### src/rtl/izh_ctrl_sequencer.sv
// Byte-stream configuration and run controller for the Izhikevich neuron core.
// Optional frame timeout: define IZH_FRAME_TIMEOUT_EN.
module izh_ctrl_sequencer #(
  parameter logic [7:0]  DIV_RESET      = 8'd0,
  parameter int unsigned CNT_WIDTH      = 8,
  parameter int unsigned TIMEOUT_CYCLES = 255
) (
  input  logic                 clk,
  input  logic                 reset,
  input  logic                 cfg_valid,
  input  logic [7:0]           cfg_data,
  output logic                 cfg_ready,
  input  logic [7:0]           stim_in,
  input  logic                 spike_in,
  output logic [7:0]           param_a,
  output logic [7:0]           param_b,
  output logic [7:0]           param_c,
  output logic [7:0]           param_d,
  output logic                 params_ready,
  output logic                 neuron_enable,
  output logic [7:0]           stimulus_out,
  output logic [CNT_WIDTH-1:0] spike_count,
  output logic                 running,
  output logic                 err
);

`ifdef IZH_FRAME_TIMEOUT_EN
  localparam bit TIMEOUT_EN = 1'b1;
`else
  localparam bit TIMEOUT_EN = 1'b0;
`endif
  localparam int unsigned IDLE_W = (TIMEOUT_CYCLES < 2) ? 1 : $clog2(TIMEOUT_CYCLES + 1);

  typedef enum logic [1:0] {IDLE, PAYLOAD, COMMIT} state_t;

  state_t            state;
  logic [2:0]        left;
  logic              is_div;
  logic              saved_ready;
  logic [31:0]       stage;
  logic [7:0]        divider;
  logic [7:0]        tick;
  logic [IDLE_W-1:0] idle_cnt;

  logic       xfer;
  logic [3:0] opcode;

  always_comb begin
    xfer   = cfg_valid & cfg_ready;
    opcode = cfg_data[7:4];
  end

  always_ff @(posedge clk) begin
    if (reset) begin
      state         <= IDLE;
      left          <= '0;
      is_div        <= 1'b0;
      saved_ready   <= 1'b0;
      stage         <= '0;
      divider       <= DIV_RESET;
      tick          <= '0;
      idle_cnt      <= '0;
      cfg_ready     <= 1'b1;
      param_a       <= '0;
      param_b       <= '0;
      param_c       <= '0;
      param_d       <= '0;
      params_ready  <= 1'b0;
      neuron_enable <= 1'b0;
      stimulus_out  <= '0;
      spike_count   <= '0;
      running       <= 1'b0;
      err           <= 1'b0;
    end else begin
      stimulus_out <= running ? stim_in : '0;

      if (xfer && state == IDLE && opcode == 4'h6)
        spike_count <= '0;
      else if (spike_in && running && spike_count != '1)
        spike_count <= spike_count + 1'b1;

      if (running && params_ready) begin
        if (tick == divider) begin
          neuron_enable <= 1'b1;
          tick          <= '0;
        end else begin
          neuron_enable <= 1'b0;
          tick          <= tick + 8'd1;
        end
      end else begin
        neuron_enable <= 1'b0;
      end

      // Command effects are applied after the tick update so RUN/HALT/SET_DIV clears win.
      case (state)
        IDLE: begin
          if (xfer) begin
            case (opcode)
              4'h1: begin
                state        <= PAYLOAD;
                left         <= 3'd4;
                is_div       <= 1'b0;
                idle_cnt     <= '0;
                saved_ready  <= params_ready;
                params_ready <= 1'b0;
              end
              4'h2: begin
                params_ready <= 1'b1;
                case (cfg_data[1:0])
                  2'd0: begin param_a <= 8'd2;  param_b <= 8'd20; param_c <= 8'd133; param_d <= 8'd8; end
                  2'd1: begin param_a <= 8'd2;  param_b <= 8'd20; param_c <= 8'd143; param_d <= 8'd4; end
                  2'd2: begin param_a <= 8'd2;  param_b <= 8'd20; param_c <= 8'd148; param_d <= 8'd2; end
                  default: begin param_a <= 8'd10; param_b <= 8'd20; param_c <= 8'd133; param_d <= 8'd2; end
                endcase
              end
              4'h3: begin
                state    <= PAYLOAD;
                left     <= 3'd1;
                is_div   <= 1'b1;
                idle_cnt <= '0;
              end
              4'h4: begin
                if (params_ready) begin
                  running <= 1'b1;
                  tick    <= '0;
                end else begin
                  err <= 1'b1;
                end
              end
              4'h5: begin
                running <= 1'b0;
                tick    <= '0;
              end
              4'h6: ;
              default: err <= 1'b1;
            endcase
          end
        end
        PAYLOAD: begin
          if (xfer) begin
            stage    <= {stage[23:0], cfg_data};
            left     <= left - 3'd1;
            idle_cnt <= '0;
            if (left == 3'd1) begin
              state     <= COMMIT;
              cfg_ready <= 1'b0;
            end
          end else if (TIMEOUT_EN) begin
            if (idle_cnt == IDLE_W'(TIMEOUT_CYCLES - 1)) begin
              state    <= IDLE;
              idle_cnt <= '0;
              err      <= 1'b1;
              if (!is_div) params_ready <= saved_ready;
            end else begin
              idle_cnt <= idle_cnt + 1'b1;
            end
          end
        end
        COMMIT: begin
          if (is_div) begin
            divider <= stage[7:0];
            tick    <= '0;
          end else begin
            param_a      <= stage[31:24];
            param_b      <= stage[23:16];
            param_c      <= stage[15:8];
            param_d      <= stage[7:0];
            params_ready <= 1'b1;
          end
          state     <= IDLE;
          cfg_ready <= 1'b1;
        end
        default: begin
          state     <= IDLE;
          cfg_ready <= 1'b1;
        end
      endcase
    end
  end

endmodule

### config.mk
export PLATFORM = sky130hd
export DESIGN_NAME = izh_ctrl_sequencer
export DESIGN_NICKNAME = d
export VERILOG_FILES = /design/src/rtl/izh_ctrl_sequencer.sv
export SDC_FILE = /design/constraint.sdc
export NUM_CORES = 1
export LEC_CHECK = 0
export ABC_AREA = 1
export CORE_ASPECT_RATIO = 2
export CORE_MARGIN = 5
export CORE_UTILIZATION = 50
export DETAILED_ROUTE_END_ITERATION = 10
export HOLD_SLACK_MARGIN = 0.1
export PLACE_DENSITY_LB_ADDON = 0.15
export REMOVE_ABC_BUFFERS = 1
export SETUP_SLACK_MARGIN = 0.02
export SLEW_MARGIN = 20
export SYNTH_ARGS = -nofsm -noshare
export SYNTH_HDL_FRONTEND = slang
export SYNTH_SLANG_ARGS = --single-unit
### constraint.sdc
create_clock -name clk -period 2.6 [get_ports clk]
set_clock_uncertainty 0.05 [all_clocks]
set_input_delay 0.39 -clock clk [delete_from_list [all_inputs] [get_ports clk]]
set_output_delay 0.39 -clock clk [all_outputs]
set_load 0.02 [all_outputs]
Yosys cells after proc, flatten, opt, wreduce, memory -nomap -nowiden:

Cells that the tools add are included.
W data, S select, Z words.

* reduce and logical (&&, ||, !) cells: 27
* bitwise logic cells: 5
* muxes and demuxes: 48
* add/subtract/negate cells: 3
* equal/unequal tests: 23

Operators with widths (count)
* $mux W8: 17
* $pmux W8 S2: 6
* $reduce_and A4 Y1: 6
* $add A8 B1 Y8 const B: 2
* $ne A2 B2 Y1 const B: 7
* $eq A4 B3 Y1 const B: 3
* $pmux W1 S2: 6
* $pmux W3 S2: 2
* $pmux W5 S2: 1
* $eq A4 B2 Y1 const B: 2
* $eq A8 B8 Y1: 1
* $mux W2: 4
* $ne A8 B8 Y1 const B: 1
* $pmux W4 S2: 1
* $reduce_bool A2 Y1: 4
* $reduce_or A2 Y1: 4
* $mux W1: 7
* $mux W3: 2
* $ne A3 B1 Y1 const B: 2
* $reduce_and A3 Y1: 2
* $logic_and A1 B1 Y1: 5
* $reduce_or A5 Y1: 1
* $eq A2 B1 Y1 const B: 2
* $eq A2 B2 Y1 const B: 2
* other kinds (11): 16

* register bits: 107
* input port bits: 20

Logic depth before layout (Yosys ltp):

* depth after elaboration: 7
* depth in mapped cells: 11
* depth with buffers taken out: 10

Worst setup path before layout:

Ideal clock, no wire load.

* path type: flip-flop to flip-flop
* start point: register spike_count[0]
* end point: register spike_count[6]
* path slack: 0.957 ns
* required time: 2.480 ns
* arrival time: 1.523 ns
* stages on the path, launching flop included: 10
* buffers on the path: 0
* path through: dfxtp_1 ha_1 nand3_1 nor2_1 nand3_1 nand3_2 inv_1 nand2_1 nand2_1 a21oi_1

* cells in the longest elaborated chain, start to end: 2

Ends and longest elaborated chain
* start: declaration: RTL line 22 `output logic [CNT_WIDTH-1:0] spike_count,`
* start signal: assignment: RTL line 80 `spike_count <= spike_count + 1'b1;`
* parallel branches: the longest is 2 deep, another holds $add A8 B1 Y8

Several ways; the timed one is not identified.
A chain may end at the register's enable or synchronous reset.

Worst setup path after layout:

* start point: register running
* end point: output running

RTL lines
* start: declaration: RTL line 23 `output logic running,`
* start signal: assignment: RTL line 72 `running <= 1'b0;`
* start signal: assignment: RTL line 124 `running <= 1'b1;`
* start signal: assignment: RTL line 131 `running <= 1'b0;`

No word-level cell between the ends.

==> reports/qor.csv <==
stage,metric,value,unit
outcome,status,"finished, final reports clean",
synth,synth_seq_area_share,48.6,%
synth,synth_cells,580,
floorplanning,fp.dieH,143,um
grt,grt_pass1_vias,3757,
critical_path,start_kind,flop,
cts,clockBufferDepth,2,
cells_and_area,final_cell_mix,"dfxtp_1 (107), nand2_1 (94), nor2_1 (77)",
sta,setup_viol,0,
power_and_ir_drop,totalPowerFinal,3.16,mW
sta,fmax,521,MHz
synth,yosysWarnings,0,
critical_path,path_buf_inv,1,
cts,cts-root-buf,clkbuf_16,
synth,synth_area_per_cell,7.60,um2
hold_path,hold_path.startpoint,param_a[4],
floorplanning,io_pins,73,
route,wl,11100,um
synth,syn-cell-area,4410,um2
synth,synthFlopType,dfxtp_1,
floorplanning,die_w,76.4,um
route,antenna_left,0,
floorplanning,initial_utilization,51.0,%
route,met2WireLength,5940,um
cells_and_area,fin_util,62.7,%
grt,antenna_found_initial,0,
power_and_ir_drop,p_leak,2.14,nW
synth,synth.distinct_cells,36,
sta,worst_hold_slack,0.414,ns
flow_run,drv_cap,0,
grt,grt_pass1_wl,18100,um
cts,htreeDepth,3,
critical_path,required,2.16,ns
synth,async_flop_share,0,%
route,wl_met1,4370,um
cts,clkTransAtPathRegs,0.07,ns
sta,tns,0,ns
cts,postCtsHoldBufs,0,
sta,slew_headroom,62.5,%
critical_path,cp.arrival,1.48,ns
synth,synth_edf_count,0,
critical_path,timing.rr.start,state[0],
cts,post_cts_resized,0,
route,dr.max_layer_used,met4,
critical_path,slowest_delay,0.67,ns
cts,cts_tree,done,
critical_path,crit_chain,clkdlybuf4s50_1,
sta,min_period,1.92,ns
placement,port_buffers,72,
floorplanning,core_area,8650,um2
cells_and_area,syn_to_final_growth,23.1,%
route,dr.pass1.iters,4,
cts,worstSkewPairLatency,0.34,ns
cells_and_area,drive_gt1_share,5.73,%
route,wire_per_inst,14.9,um
cts,numCtsBuffers,9,
sta,finalHoldViolCount,0,
cells_and_area,final_nets,665,
sta,slew_viol_final,0,
power_and_ir_drop,powerDensity,582,nW/um2
placement,gp_congestion,0.821,
cts,clock-sinks,107,
grt,grt.total_usage,20.3,%
sta,worst_pin_slew,0.562,ns
hold_path,worst_hold_path_type,reg -> reg,
critical_path,crit_type,reg -> out,
floorplanning,num_rows,48,
synth,synth_seq_cells,107,
sta,finalCritPeriodShare,73.8,%
cells_and_area,final_common_cell,dfxtp_1,
route,num_vias,4019,
grt,grt_max_degree,54,
cells_and_area,stdcell_area,5430,um2
route,wl_met3,519,um
critical_path,cp_max_fo,5,
route,drt-initial-drc-count,271,
sta,rsz0062_at_grt,false,
route,drc_errors,0,
route,via_per_inst,5.39,
placement,placed_cell_area,5150,um2
critical_path,startpoint,running,
grt,overflow,0,
critical_path,path_delay_family,buffers and inverters,
cells_and_area,diodes,0,
cts,post_cts_buffers,0,
critical_path,cp-end-kind,output pin,
floorplanning,die_area,10900,um2
power_and_ir_drop,ir_drop,0.446,mV
placement,dp_hpwl,7650,um
critical_path,crit_slowest_cell,clkdlybuf4s50_1,
## layer usage
layer  vias to the layer above  GRT usage (%)
met1                      1859           23.2
met4                         0           8.85
met3                        17           4.17
li1                       2020              -
met5                         -              0
met2                       123           36.1
## state kept, by name, summed over array words and instances (netlist names)
name / count
param_a: 8
state: 2
neuron_enable: 1
left: 3
param_d: 8
params_ready: 1
stage: 32
param_b: 8
spike_count: 8
running: 1
err: 1
tick: 8
cfg_ready: 1
is_div: 1
stimulus_out: 8
divider: 8
param_c: 8
## kinds of logic after synthesis
| group | share of synthesized area (%) |
|---|---|
| simple gates | 23.4 |
| compound gates | 17.0 |
| buf+inv | 7.86 |
| xor+xnor | 1.99 |
| flops | 48.6 |
| fa+ha+maj | 1.14 |
## metrics by stage
step                      instances  setup WS (ns)
final                           746          0.680
after global routing            746          0.512
after CTS                       746          0.648
after detailed placement        730          0.419
after global placement          730          0.493
after floorplan                 553          0.893
## power breakdown
group	total, mW	internal [mW]	switching [mW]
combinational	0.201	0.0796	0.122
clock	1.27	0.675	0.593
sequential	1.69	1.67	0.0204
## final timing paths
path / endpoint / cells after the start / slack, ns
max: running / 1 / 0.68
min: param_a[4] / 2 / 0.41
max reg2reg: divider[1] / 6 / 0.69
min reg2reg: param_a[4] / 2 / 0.41
## synthesized netlist by cell type, types with 2 or more instances
| master | number | area (um2) |
|---|---|---|
| a21oi_1 | 61 | 305 |
| xor2_1 | 4 | 35.0 |
| nor3_1 | 6 | 30.0 |
| inv_1 | 50 | 188 |
| nor2_1 | 77 | 289 |
| buf_2 | 11 | 55.1 |
| xnor2_1 | 6 | 52.6 |
| buf_6 | 3 | 33.8 |
| o21ai_0 | 61 | 305 |
| clkbuf_1 | 12 | 45.0 |
| nand3_1 | 40 | 200 |
| nor2_2 | 2 | 12.5 |
| a31oi_1 | 10 | 62.6 |
| a211oi_2 | 2 | 25.0 |
| nand2_1 | 94 | 353 |
| nor4_1 | 2 | 12.5 |
| nand3b_1 | 3 | 22.5 |
| nand4_1 | 5 | 31.3 |
| ha_1 | 4 | 50.1 |
| dfxtp_1 | 107 | 2140 |
| nand2_2 | 2 | 12.5 |
| inv_2 | 4 | 15.0 |
## area by class of cell
type,instances,area [um2]
Fill cell,767,3220
Clock buffer,12,246
Multi-Input combinational cell,391,1920
Tap cell,100,125
Sequential cell,107,2140
Inverter,55,209
Clock inverter,4,26.3
Timing Repair Buffer,77,758
Power figures use the tool's default switching activity.
==> RTL edit, RTL diff (same flow settings) <==
Register the output `err` once more; this adds one clock of latency there. The other outputs are not delayed to match.
--- a/src/rtl/izh_ctrl_sequencer.sv
+++ b/src/rtl/izh_ctrl_sequencer.sv
@@ -32,6 +32,8 @@
   localparam int unsigned IDLE_W = (TIMEOUT_CYCLES < 2) ? 1 : $clog2(TIMEOUT_CYCLES + 1);
 
   typedef enum logic [1:0] {IDLE, PAYLOAD, COMMIT} state_t;
+
+  logic err_s0;
 
   state_t            state;
   logic [2:0]        left;
@@ -70,7 +72,7 @@
       stimulus_out  <= '0;
       spike_count   <= '0;
       running       <= 1'b0;
-      err           <= 1'b0;
+      err_s0        <= 1'b0;
     end else begin
       stimulus_out <= running ? stim_in : '0;
 
@@ -124,7 +126,7 @@
                   running <= 1'b1;
                   tick    <= '0;
                 end else begin
-                  err <= 1'b1;
+                  err_s0 <= 1'b1;
                 end
               end
               4'h5: begin
@@ -132,7 +134,7 @@
                 tick    <= '0;
               end
               4'h6: ;
-              default: err <= 1'b1;
+              default: err_s0 <= 1'b1;
             endcase
           end
         end
@@ -149,7 +151,7 @@
             if (idle_cnt == IDLE_W'(TIMEOUT_CYCLES - 1)) begin
               state    <= IDLE;
               idle_cnt <= '0;
-              err      <= 1'b1;
+              err_s0   <= 1'b1;
               if (!is_div) params_ready <= saved_ready;
             end else begin
               idle_cnt <= idle_cnt + 1'b1;
@@ -178,5 +180,9 @@
     end
   end
 
+  always_ff @(posedge clk) begin
+    err <= err_s0;
+  end
+
 endmodule
 
Formal check against the unedited RTL: not equivalent (Yosys sat finds a counterexample within 4 cycles, from zero or initial values and one cycle with reset high).
==> RTL edit against the original RTL <==
  * Setup slack worse by 0.0017 ns
  * Synthesized cell count is 0.17% higher
  * Area after synthesis is 0.45% higher
  * Wire length hardly changed
  * Final area is 0.46% higher
  * Combinational power hardly changed
  * Sequential cell count is 1 higher
  * Power is 1.0% higher
  * First-iteration DRC count is 11% lower
  * Largest power group unchanged
==> RTL edit: results (changes against the original RTL) <==
Parameter                              Value

CTS
  Bufs on Longest Clock Path    2 (unchanged)
  Clock buffer count from CTS    9 (unchanged)
  Cells resized by post-CTS repair    0 (unchanged)
  Number of H-tree levels    3 (unchanged)
  Post-CTS setup repair buffer count    0 (unchanged)

Placed design
  Input/output buffers    72 (unchanged)
  Pre-CTS WS    0.418 ns (was 0.419 ns)
  HPWL Detailed    7570 um (was 7650 um)
  Number of instances in the placed design    731 (was 730)
  Placer congestion estimate    0.857 (was 0.821)

Synth
  Ranking of synthesized cells by instance count    sky130_fd_sc_hd__dfxtp_1 (108), sky130_fd_sc_hd__nand2_1 (94), sky130_fd_sc_hd__nor2_1 (77), sky130_fd_sc_hd__a21oi_1 (61), sky130_fd_sc_hd__o21ai_0 (61) (was sky130_fd_sc_hd__dfxtp_1 (107), sky130_fd_sc_hd__nand2_1 (94), sky130_fd_sc_hd__nor2_1 (77), sky130_fd_sc_hd__a21oi_1 (61), sky130_fd_sc_hd__o21ai_0 (61))
  Number of instances in the synthesized netlist    581 (was 580)
  Cells taking the most area after synthesis    sky130_fd_sc_hd__dfxtp_1 (49%), sky130_fd_sc_hd__nand2_1 (8.0%), sky130_fd_sc_hd__a21oi_1 (6.9%), sky130_fd_sc_hd__o21ai_0 (6.9%), sky130_fd_sc_hd__nor2_1 (6.5%) (was sky130_fd_sc_hd__dfxtp_1 (49%), sky130_fd_sc_hd__nand2_1 (8.0%), sky130_fd_sc_hd__a21oi_1 (6.9%), sky130_fd_sc_hd__o21ai_0 (6.9%), sky130_fd_sc_hd__nor2_1 (6.6%))
  Cell variety after synth    36 (unchanged)
  Top flip-flop cell by instance count after synthesis    sky130_fd_sc_hd__dfxtp_1 (unchanged)
  Register area share after synthesis    48.8% (was 48.6%)
  Yosys warning count    0 (unchanged)

Drt
  Wire length per cell after detailed routing    14.9 um (about the same)
  1st-iter DRT viols    241 (was 271)
  Via total after detailed routing    4023 (was 4019)

Worst setup path
  Worst-path fanout max    5 (unchanged)
  Crit path DAT    1.48 ns (about the same)

Cells and area
  Final nets    666 (was 665)
  Share of post-route cells with drive strength above 1    5.88% (was 5.73%)

Global route
  Largest net degree at the start of global routing    54 (unchanged)
  Number of global-route vias before repair    3843 (was 3757)
  Overall track demand over capacity in global routing    20.3% (about the same)
  First-pass GRT wire length    18300 um (was 18100 um)

Pwr
  Peak ir drop on the vdd network    365 uV (was 446 uV)
  P_leak    2.15 nW (was 2.14 nW)

Outcome
  Run status    finished, final reports clean (unchanged)

Timing
  Transition time at the pin with the least slew margin    0.549 ns (was 0.562 ns)
RTL edit: changes by cell type after synthesis:
| cell | delta |
|---|---|
| sky130_fd_sc_hd__dfxtp_1 | +1 |
RTL edit: power by group:
part,leakage [nW],switching (W),internal (W)
clock network,0.133,0.000591,0.000694
logic,1.14,0.000121,0.0000796
registers,0.873,0.0000214,0.00168
RTL edit: cell type report:
class / instances / area, um2
Inverter: 55 / 209
Multi-Input combinational cell: 391 / 1920
Tap cell: 100 / 125
Clock inverter: 4 / 25.0
Sequential cell: 108 / 2160
Timing Repair Buffer: 77 / 758
Fill cell: 773 / 3200
Clock buffer: 11 / 253
RTL edit: kinds of logic (layout without fill, tap and decap cells):
family                     count (synthesis)  in the layout  synth area share [%]
and+or+nand+nor                          237            237                  23.3
AOI/OAI and AO/OA                        140            140                  16.9
DFF                                      108            108                  48.8
buffers and inverters                     82            147                  7.83
xor gates and xnor gates                  10             10                  1.98
adders and majority gates                  4              4                  1.13
RTL edit: metal layers:
metal / track usage, % / share of wire (%) / up-vias
met2: 36.3 / 53 / 82
met1: 23.5 / 42 / 1901
li1: - / - / 2027
met4: 7.56 / 1.7 / 0
met3: 4.36 / 3.4 / 13
met5: 0 / 0 / -
RTL edit: final timing paths:
kind	endpoint	cells after the start	slack (ns)	from
worst max-delay path	running	1	0.68	running
worst min-delay path	err	0	0.31	err_s0
worst max register to register	divider[1]	6	0.70	state[0]
worst min register to register	err	0	0.31	err_s0
RTL edit: through the flow:
stage,total power [W],cell area [um2]
floorplan,0.00184,4290
global placement,0.00194,5170
detailed placement,0.00194,5170
CTS,0.00321,5450
global route,0.00330,5450
finish,0.00319,5450
